### config.mk
export PLATFORM = sky130hd
export DESIGN_NAME = inst_cache_flat
export DESIGN_NICKNAME = d
export VERILOG_FILES = /design/src/rtl/inst_cache_pkg.sv /design/src/rtl/inst_cache_if.sv /design/src/rtl/inst_cache_array.sv /design/src/rtl/inst_cache.sv /design/src/flat_wrapper.sv
export SDC_FILE = /design/constraint.sdc
export NUM_CORES = 2
export LEC_CHECK = 0
export BUFFER_PORTS_ARGS = -buffer_cell sky130_fd_sc_hd__buf_2
export CAP_MARGIN = 40
export CORE_ASPECT_RATIO = 0.75
export CORE_UTILIZATION = 40
export DETAILED_ROUTE_END_ITERATION = 16
export PLACE_DENSITY_LB_ADDON = 0.3
export SYNTH_ARGS = -nofsm -noshare
export SYNTH_HDL_FRONTEND = slang
export SYNTH_SLANG_ARGS = --single-unit
### constraint.sdc
create_clock -name clk -period 11.6 [get_ports clk]
set_clock_uncertainty 0.2 [all_clocks]
set_input_delay 2.32 -clock clk [delete_from_list [all_inputs] [get_ports clk]]
set_output_delay 2.32 -clock clk [all_outputs]
set_load 0.01 [all_outputs]
### src/rtl/inst_cache_pkg.sv
// Shared types and default geometry for the direct-mapped instruction cache.
package inst_cache_pkg;

    localparam int unsigned DEF_LINES = 16;
    localparam int unsigned DEF_WORDS = 4;
    localparam int unsigned XLEN      = 32;

    // Offset / index / tag widths for the default geometry
    localparam int unsigned OB = $clog2(DEF_WORDS);
    localparam int unsigned IB = $clog2(DEF_LINES);
    localparam int unsigned TB = XLEN - OB - IB - 2;

    localparam logic [XLEN-1:0] NOP = 32'h0;

    typedef enum logic [0:0] {
        IDLE = 1'b0,
        FILL = 1'b1
    } state_e;

endpackage

### src/rtl/inst_cache_if.sv
// Word-read handshake between the instruction cache and main memory.
interface inst_cache_if;
    logic        mem_req;
    logic [31:0] mem_addr;
    logic        mem_ack;
    logic [31:0] mem_rdata;

    modport master (output mem_req, output mem_addr, input mem_ack, input mem_rdata);
    modport slave  (input mem_req, input mem_addr, output mem_ack, output mem_rdata);
endinterface

### src/rtl/inst_cache_array.sv
// Tag/valid/data storage: one combinational read port, one write port.
module inst_cache_array #(
    parameter int unsigned LINES = 16,
    parameter int unsigned WORDS = 4,
    parameter int unsigned TW    = 24
) (
    input  logic                     clk,
    input  logic                     rstn,
    input  logic                     flush,
    input  logic [$clog2(LINES)-1:0] rd_idx,
    input  logic [$clog2(WORDS)-1:0] rd_word,
    output logic                     rd_valid,
    output logic [TW-1:0]            rd_tag,
    output logic [31:0]              rd_data,
    input  logic                     wr_en,
    input  logic                     set_valid,
    input  logic [$clog2(LINES)-1:0] wr_idx,
    input  logic [$clog2(WORDS)-1:0] wr_word,
    input  logic [31:0]              wr_data,
    input  logic [TW-1:0]            wr_tag
);

    logic [LINES-1:0] valid_q, valid_d;
    logic [TW-1:0]    tag_q  [LINES];
    logic [TW-1:0]    tag_d  [LINES];
    logic [31:0]      data_q [LINES][WORDS];
    logic [31:0]      data_d [LINES][WORDS];

    // Flush wins over a same-cycle line completion
    always_comb begin
        valid_d = valid_q;
        tag_d   = tag_q;
        data_d  = data_q;
        if (wr_en) begin
            data_d[wr_idx][wr_word] = wr_data;
        end
        if (set_valid) begin
            valid_d[wr_idx] = 1'b1;
            tag_d[wr_idx]   = wr_tag;
        end
        if (flush) begin
            valid_d = '0;
        end
    end

    always_ff @(posedge clk or negedge rstn) begin
        if (!rstn) begin
            valid_q <= '0;
        end else begin
            valid_q <= valid_d;
        end
    end

    // Tag and data contents are meaningless until their line is valid
    always_ff @(posedge clk) begin
        tag_q  <= tag_d;
        data_q <= data_d;
    end

    assign rd_valid = valid_q[rd_idx];
    assign rd_tag   = tag_q[rd_idx];
    assign rd_data  = data_q[rd_idx][rd_word];

endmodule

### src/rtl/inst_cache.sv
// Direct-mapped read-only instruction cache with zero-latency hits and
// word-by-word line refill from main memory.
module inst_cache
    import inst_cache_pkg::*;
#(
    parameter int unsigned LINES = DEF_LINES,
    parameter int unsigned WORDS = DEF_WORDS
) (
    input  logic               clk,
    input  logic               rstn,
    input  logic [31:0]        pc,
    input  logic               flush,
    output logic [31:0]        instr,
    output logic               ihit,
    inst_cache_if.master       mem
);

    localparam int unsigned OW = $clog2(WORDS);
    localparam int unsigned IW = $clog2(LINES);
    localparam int unsigned TW = 32 - OW - IW - 2;

    state_e          state_q, state_d;
    logic            mem_req_q, mem_req_d;
    logic [31:0]     mem_addr_q, mem_addr_d;
    logic [OW-1:0]   cnt_q, cnt_d;

    logic [OW-1:0]   pc_word;
    logic [IW-1:0]   pc_idx;
    logic [TW-1:0]   pc_tag;
    logic [31:0]     pc_line;
    logic            rd_valid;
    logic [TW-1:0]   rd_tag;
    logic [31:0]     rd_data;
    logic            hit_c, last_ack_c, wr_en, fill_done;

    assign pc_word    = pc[OW+1:2];
    assign pc_idx     = pc[IW+OW+1:OW+2];
    assign pc_tag     = pc[31:IW+OW+2];
    assign pc_line    = pc & ~32'(WORDS * 4 - 1);
    assign hit_c      = rd_valid && (rd_tag == pc_tag) && !flush;
    assign last_ack_c = mem.mem_ack && (cnt_q == OW'(WORDS - 1));

    inst_cache_array #(.LINES(LINES), .WORDS(WORDS), .TW(TW)) u_array (
        .clk       (clk),
        .rstn      (rstn),
        .flush     (flush),
        .rd_idx    (pc_idx),
        .rd_word   (pc_word),
        .rd_valid  (rd_valid),
        .rd_tag    (rd_tag),
        .rd_data   (rd_data),
        .wr_en     (wr_en),
        .set_valid (fill_done),
        .wr_idx    (mem_addr_q[IW+OW+1:OW+2]),
        .wr_word   (cnt_q),
        .wr_data   (mem.mem_rdata),
        .wr_tag    (mem_addr_q[31:IW+OW+2])
    );

    always_ff @(posedge clk or negedge rstn) begin
        if (!rstn) begin
            state_q <= IDLE;
        end else begin
            state_q <= state_d;
        end
    end

    always_comb begin
        state_d = state_q;
        case (state_q)
            IDLE: if (!hit_c && !flush)        state_d = FILL;
            FILL: if (flush || last_ack_c)     state_d = IDLE;
        endcase
    end

    // The fill address also carries the line being written (index/tag bits)
    always_comb begin
        ihit       = 1'b0;
        instr      = NOP;
        mem_req_d  = mem_req_q;
        mem_addr_d = mem_addr_q;
        cnt_d      = cnt_q;
        wr_en      = 1'b0;
        fill_done  = 1'b0;
        case (state_q)
            IDLE: begin
                ihit = hit_c;
                if (hit_c) begin
                    instr = rd_data;
                end else if (!flush) begin
                    mem_req_d  = 1'b1;
                    mem_addr_d = pc_line;
                    cnt_d      = '0;
                end
            end
            FILL: begin
                if (flush) begin
                    mem_req_d = 1'b0;
                    cnt_d     = '0;
                end else if (mem.mem_ack) begin
                    wr_en      = 1'b1;
                    cnt_d      = cnt_q + OW'(1);
                    mem_addr_d = mem_addr_q + 32'd4;
                    if (last_ack_c) begin
                        fill_done = 1'b1;
                        mem_req_d = 1'b0;
                    end
                end
            end
        endcase
    end

    always_ff @(posedge clk or negedge rstn) begin
        if (!rstn) begin
            mem_req_q  <= 1'b0;
            mem_addr_q <= '0;
            cnt_q      <= '0;
        end else begin
            mem_req_q  <= mem_req_d;
            mem_addr_q <= mem_addr_d;
            cnt_q      <= cnt_d;
        end
    end

    assign mem.mem_req  = mem_req_q;
    assign mem.mem_addr = mem_addr_q;

endmodule

### src/flat_wrapper.sv
// flat-port wrapper written by rule: the top's interface ports become plain ports
module inst_cache_flat import inst_cache_pkg::*;
#(
    parameter int unsigned LINES = DEF_LINES,
    parameter int unsigned WORDS = DEF_WORDS
)
  (clk, rstn, pc, flush, instr, ihit, mem_mem_req, mem_mem_addr, mem_mem_ack, mem_mem_rdata);
  inst_cache_if mem_i ();
  input  logic clk;
  input  logic rstn;
  input  logic [31:0] pc;
  input  logic flush;
  output logic [31:0] instr;
  output logic ihit;
  output wire logic [$bits(mem_i.mem_req)-1:0] mem_mem_req;
  output wire logic [$bits(mem_i.mem_addr)-1:0] mem_mem_addr;
  input wire logic [$bits(mem_i.mem_ack)-1:0] mem_mem_ack;
  input wire logic [$bits(mem_i.mem_rdata)-1:0] mem_mem_rdata;
  assign mem_mem_req = mem_i.mem_req;
  assign mem_mem_addr = mem_i.mem_addr;
  assign mem_i.mem_ack = mem_mem_ack;
  assign mem_i.mem_rdata = mem_mem_rdata;
  inst_cache #(.LINES(LINES), .WORDS(WORDS)) u_core (.clk(clk), .rstn(rstn), .pc(pc), .flush(flush), .instr(instr), .ihit(ihit), .mem(mem_i));
endmodule
==> metrics.txt <==
# TYPE chip_impl_metric gauge
chip_impl_metric{name="clock_sinks",unit=""} 2482
chip_impl_metric{name="asyncSetResetFlopFracSynth",unit="%"} 2.01
chip_impl_metric{name="power.ir.vdd_worst",unit="µV"} 144
chip_impl_metric{name="final_layout_size_suffix_gt1_share",unit="%"} 31.6
chip_impl_metric{name="nFillCells",unit=""} 19851
chip_impl_metric{name="gr-usage-all-layers",unit="%"} 19.6
chip_impl_metric{name="htreeDepth",unit=""} 4
chip_impl_metric{name="syn-cell-area",unit="µm²"} 96800
chip_impl_metric{name="detailedPlace.worstSlack",unit="ps"} 2110
chip_impl_info{name="holdCritPathClass",value="register to register"} 1
chip_impl_metric{name="p_leak",unit="nW"} 34.1
chip_impl_info{name="clock_tree.root_cell",value="sky130_fd_sc_hd__clkbuf_16"} 1
chip_impl_metric{name="hold_buffers",unit=""} 0
chip_impl_metric{name="first_global_vias",unit=""} 45249
chip_impl_info{name="whs_endpoint",value="u_core.u_array.tag_q[236]"} 1
chip_impl_metric{name="cts_post_setup_buffers_inserted",unit=""} 0
chip_impl_metric{name="setup-tns-final",unit="ps"} 0
chip_impl_metric{name="finalWeightedCongestion",unit=""} 0.881
chip_impl_metric{name="pwr_density_cell",unit="nW/µm²"} 166
chip_impl_metric{name="floorplan.initialDensity",unit="%"} 40.2
chip_impl_metric{name="synthDistinctLibCells",unit=""} 90
chip_impl_metric{name="post-dp-hpwl",unit="µm"} 128000
chip_impl_metric{name="slack_of_the_worst_reg_to_reg_path",unit="ps"} 7090
chip_impl_metric{name="routed_wl",unit="µm"} 239000
chip_impl_metric{name="cts_buffer_depth",unit=""} 3
chip_impl_info{name="status",value="finished clean"} 1
chip_impl_info{name="mostFrequentLayoutCell",value="sky130_fd_sc_hd__edfxtp_1"} 1
chip_impl_metric{name="post_cts_resize_count",unit=""} 0
chip_impl_metric{name="synth_seq_area_share",unit="%"} 76.7
chip_impl_metric{name="hold_viol",unit=""} 0
chip_impl_metric{name="ys_seq_elements",unit=""} 2482
chip_impl_metric{name="synth_cells",unit=""} 4145
chip_impl_metric{name="grt-ovfl-total",unit=""} 0
chip_impl_metric{name="io_buffer_count",unit=""} 129
chip_impl_info{name="cts_tree",value="done"} 1
chip_impl_metric{name="drtIter0Drc",unit=""} 5843
chip_impl_metric{name="syn-mean-instance-area",unit="µm²"} 23.4
chip_impl_metric{name="drv_cap",unit=""} 0
chip_impl_info{name="hp-start",value="u_core.mem.mem_addr[28]"} 1
chip_impl_metric{name="core_region_area",unit="µm²"} 241000
chip_impl_metric{name="design_power_total",unit="mW"} 18.3
chip_impl_metric{name="ios",unit=""} 134
chip_impl_metric{name="cp_data_required_time",unit="ps"} 9080
chip_impl_metric{name="fp-row-count",unit=""} 156
chip_impl_metric{name="max_freq",unit="GHz"} 0.105
chip_impl_metric{name="final_min_period_over_clock_period",unit="%"} 82.2
chip_impl_info{name="path_class",value="input pin to output pin"} 1
chip_impl_metric{name="setup_ws",unit="ps"} 2060
chip_impl_info{name="timing.critical_path.slowest_stage_cell",value="sky130_fd_sc_hd__and4_2"} 1
chip_impl_metric{name="die_area",unit="µm²"} 244000
chip_impl_metric{name="finalHoldWorstSlack",unit="ps"} 274
chip_impl_metric{name="final_antenna_net_count",unit=""} 0
chip_impl_info{name="postSynth.topFlopCell",value="sky130_fd_sc_hd__edfxtp_1"} 1
chip_impl_metric{name="routedWlPerCell",unit="µm"} 30.3
chip_impl_metric{name="tritoncts_buffer_count",unit=""} 233
chip_impl_info{name="worstSetupStartpointType",value="input pin"} 1
chip_impl_info{name="rr_endpoint",value="u_core.mem.mem_addr[22]"} 1
chip_impl_metric{name="clkSlewWorstSetupHoldPaths",unit="ps"} 60
chip_impl_metric{name="timing.critical_path.arrival",unit="ps"} 7020
chip_impl_info{name="rr_startpoint",value="u_core.u_array.tag_q[224]"} 1
chip_impl_metric{name="detail_route.drc_violations",unit=""} 0
chip_impl_metric{name="stage_delay_of_the_slowest_cell_on_the_critical_path",unit="ps"} 870
chip_impl_metric{name="die_w",unit="µm"} 570
chip_impl_metric{name="fin_crit",unit="ps"} 9540
chip_impl_metric{name="via_count",unit=""} 45550
chip_impl_metric{name="firstDrtPassIters",unit=""} 7
chip_impl_metric{name="max_slew.worst_pin.slew",unit="ps"} 948
chip_impl_metric{name="max-slew-margin-rel",unit="%"} 36.3
chip_impl_metric{name="number_of_flops_mapped_to_enable_cells_by_yosys",unit=""} 2432
chip_impl_metric{name="final_max_slew_viol_count",unit=""} 0
chip_impl_metric{name="grt_antenna_before_repair",unit=""} 28
chip_impl_info{name="worstPathCellList",value="buf_8 > buf_12 > nand2_1 > a2bb2oi_1 > a211oi_1 > or3b_2 > or4b_1 > nor4_1 > and4_2 > and3_1 > buf_2"} 1
chip_impl_info{name="most-common-layout-cells",value="sky130_fd_sc_hd__edfxtp_1, sky130_fd_sc_hd__mux4_2, sky130_fd_sc_hd__clkbuf_16, sky130_fd_sc_hd__buf_2, sky130_fd_sc_hd__buf_4"} 1
chip_impl_metric{name="die_height",unit="µm"} 428
chip_impl_info{name="unrepaired_setup_endpoints_after_global_routing",value="no"} 1
chip_impl_metric{name="maximum_number_of_pins_on_one_net_before_global_route_repair",unit=""} 142
chip_impl_metric{name="r2r.worst_path.cells",unit=""} 9
chip_impl_metric{name="setup_violations",unit=""} 0
chip_impl_metric{name="via_per_inst",unit=""} 5.77
chip_impl_metric{name="clock_latency",unit="ps"} 870
chip_impl_metric{name="synth-warning-count",unit=""} 0
chip_impl_info{name="setup.worst_path.end_class",value="output pin"} 1
chip_impl_metric{name="area_growth_syn_to_layout",unit="%"} 13.7
chip_impl_metric{name="numnets_final",unit=""} 4509
chip_impl_metric{name="path_max_fanout",unit=""} 84
chip_impl_metric{name="global_route_wire_length_before_repair",unit="µm"} 341000
chip_impl_metric{name="timing.hold.worst_path_depth",unit=""} 0
-- report_power, final --
part           switching [mW]  total (mW)  leakage [nW]  internal (mW)
logic                   0.621        1.03          8.18          0.406
clock network            3.31        7.22          3.46           3.90
registers              0.0862        10.0          22.5           9.92
total                    4.02        18.3          34.1           14.2
-- final cells by class --
type	count	area, µm²	area share (%)
Sequential cell	2482	74300	67.4
Tap cell	3239	4050	3.68
Antenna cell	22	55.1	0.0500
Multi-Input combinational cell	1418	21900	19.9
Timing Repair Buffer	286	2570	2.34
Clock inverter	137	1130	1.03
Clock buffer	291	6050	5.49
Inverter	15	56.3	0.0511
-- metrics by stage --
step,area [µm²],instances,util [%]
after global placement,102000,7399,42.4
after CTS,110000,7868,45.7
after detailed placement,103000,7440,42.7
after global routing,110000,7883,45.7
after floorplan,96800,4146,-
final,110000,7890,45.7
-- Yosys cell counts (14+ instances only) --
cell type / count / area [µm²]
sky130_fd_sc_hd__nand3_1: 27 / 135
sky130_fd_sc_hd__nor2_1: 158 / 593
sky130_fd_sc_hd__nand2_1: 56 / 210
sky130_fd_sc_hd__dfrtp_1: 50 / 1250
sky130_fd_sc_hd__xor2_1: 14 / 123
sky130_fd_sc_hd__o21ai_0: 15 / 75.1
sky130_fd_sc_hd__nand4_1: 15 / 93.8
sky130_fd_sc_hd__edfxtp_1: 2432 / 73000
sky130_fd_sc_hd__buf_2: 70 / 350
sky130_fd_sc_hd__mux2i_1: 70 / 701
sky130_fd_sc_hd__and3_1: 44 / 275
sky130_fd_sc_hd__nor3_1: 31 / 155
sky130_fd_sc_hd__inv_1: 15 / 56.3
sky130_fd_sc_hd__clkbuf_1: 127 / 477
sky130_fd_sc_hd__mux4_2: 751 / 16900
sky130_fd_sc_hd__mux2_2: 23 / 259
-- critical path: cells and delay by family --
| family | cells | cell delay, ps |
|---|---|---|
| compound gates | 2 | 480 |
| simple gates | 6 | 2560 |
| buf+inv | 3 | 1300 |
-- state kept, by name (all words and copies together), names as in the netlist --
name	flops
u_core.cnt_q	2
u_core.mem.mem_addr	30
u_core.state_q	1
u_core.u_array.valid_q	16
u_core.u_array.tag_q	384
u_core.u_array.data_q	2048
u_core.mem.mem_req	1
-- routing by layer --
layer | wire (µm) | GRT usage [%] | vias to the layer above
li1 | - | - | 18450
met1 | 105000 | 29.5 | 24936
met2 | 110000 | 29.4 | 1846
met3 | 18500 | 3.70 | 314
met4 | 5240 | 5.30 | 4
met5 | 22 | 0 | -
-- worst max path at each step --
| stage | from | endpoint | slack [ps] | cells after the start |
|---|---|---|---|---|
| 2_1_floorplan | pc[5] | instr[0] | 3670 | 11 |
| 6_report | pc[6] | instr[12] | 2060 | 11 |
| 4_1_cts | pc[6] | instr[12] | 2110 | 11 |
| 3_5_place_dp | pc[6] | instr[12] | 2110 | 11 |
| 5_1_grt | pc[6] | instr[12] | 1780 | 11 |
| 3_3_place_gp | pc[6] | instr[20] | 2200 | 11 |
-- cell families (layout without fill, tap and decap cells) --
family	count (synthesis)	after routing	synth area share, %
AND/OR/NAND/NOR	405	405	2.07
flip-flops	2482	2482	76.7
buffers and inverters	246	729	1.28
adder cells (fa/ha/maj)	5	5	0.0646
other	1	24	0.00387
AO/OA/AOI/OAI	130	130	1.08
XOR/XNOR	28	28	0.261
multiplexers	848	848	18.5
No activity file was read; power rests on OpenSTA's default activity.
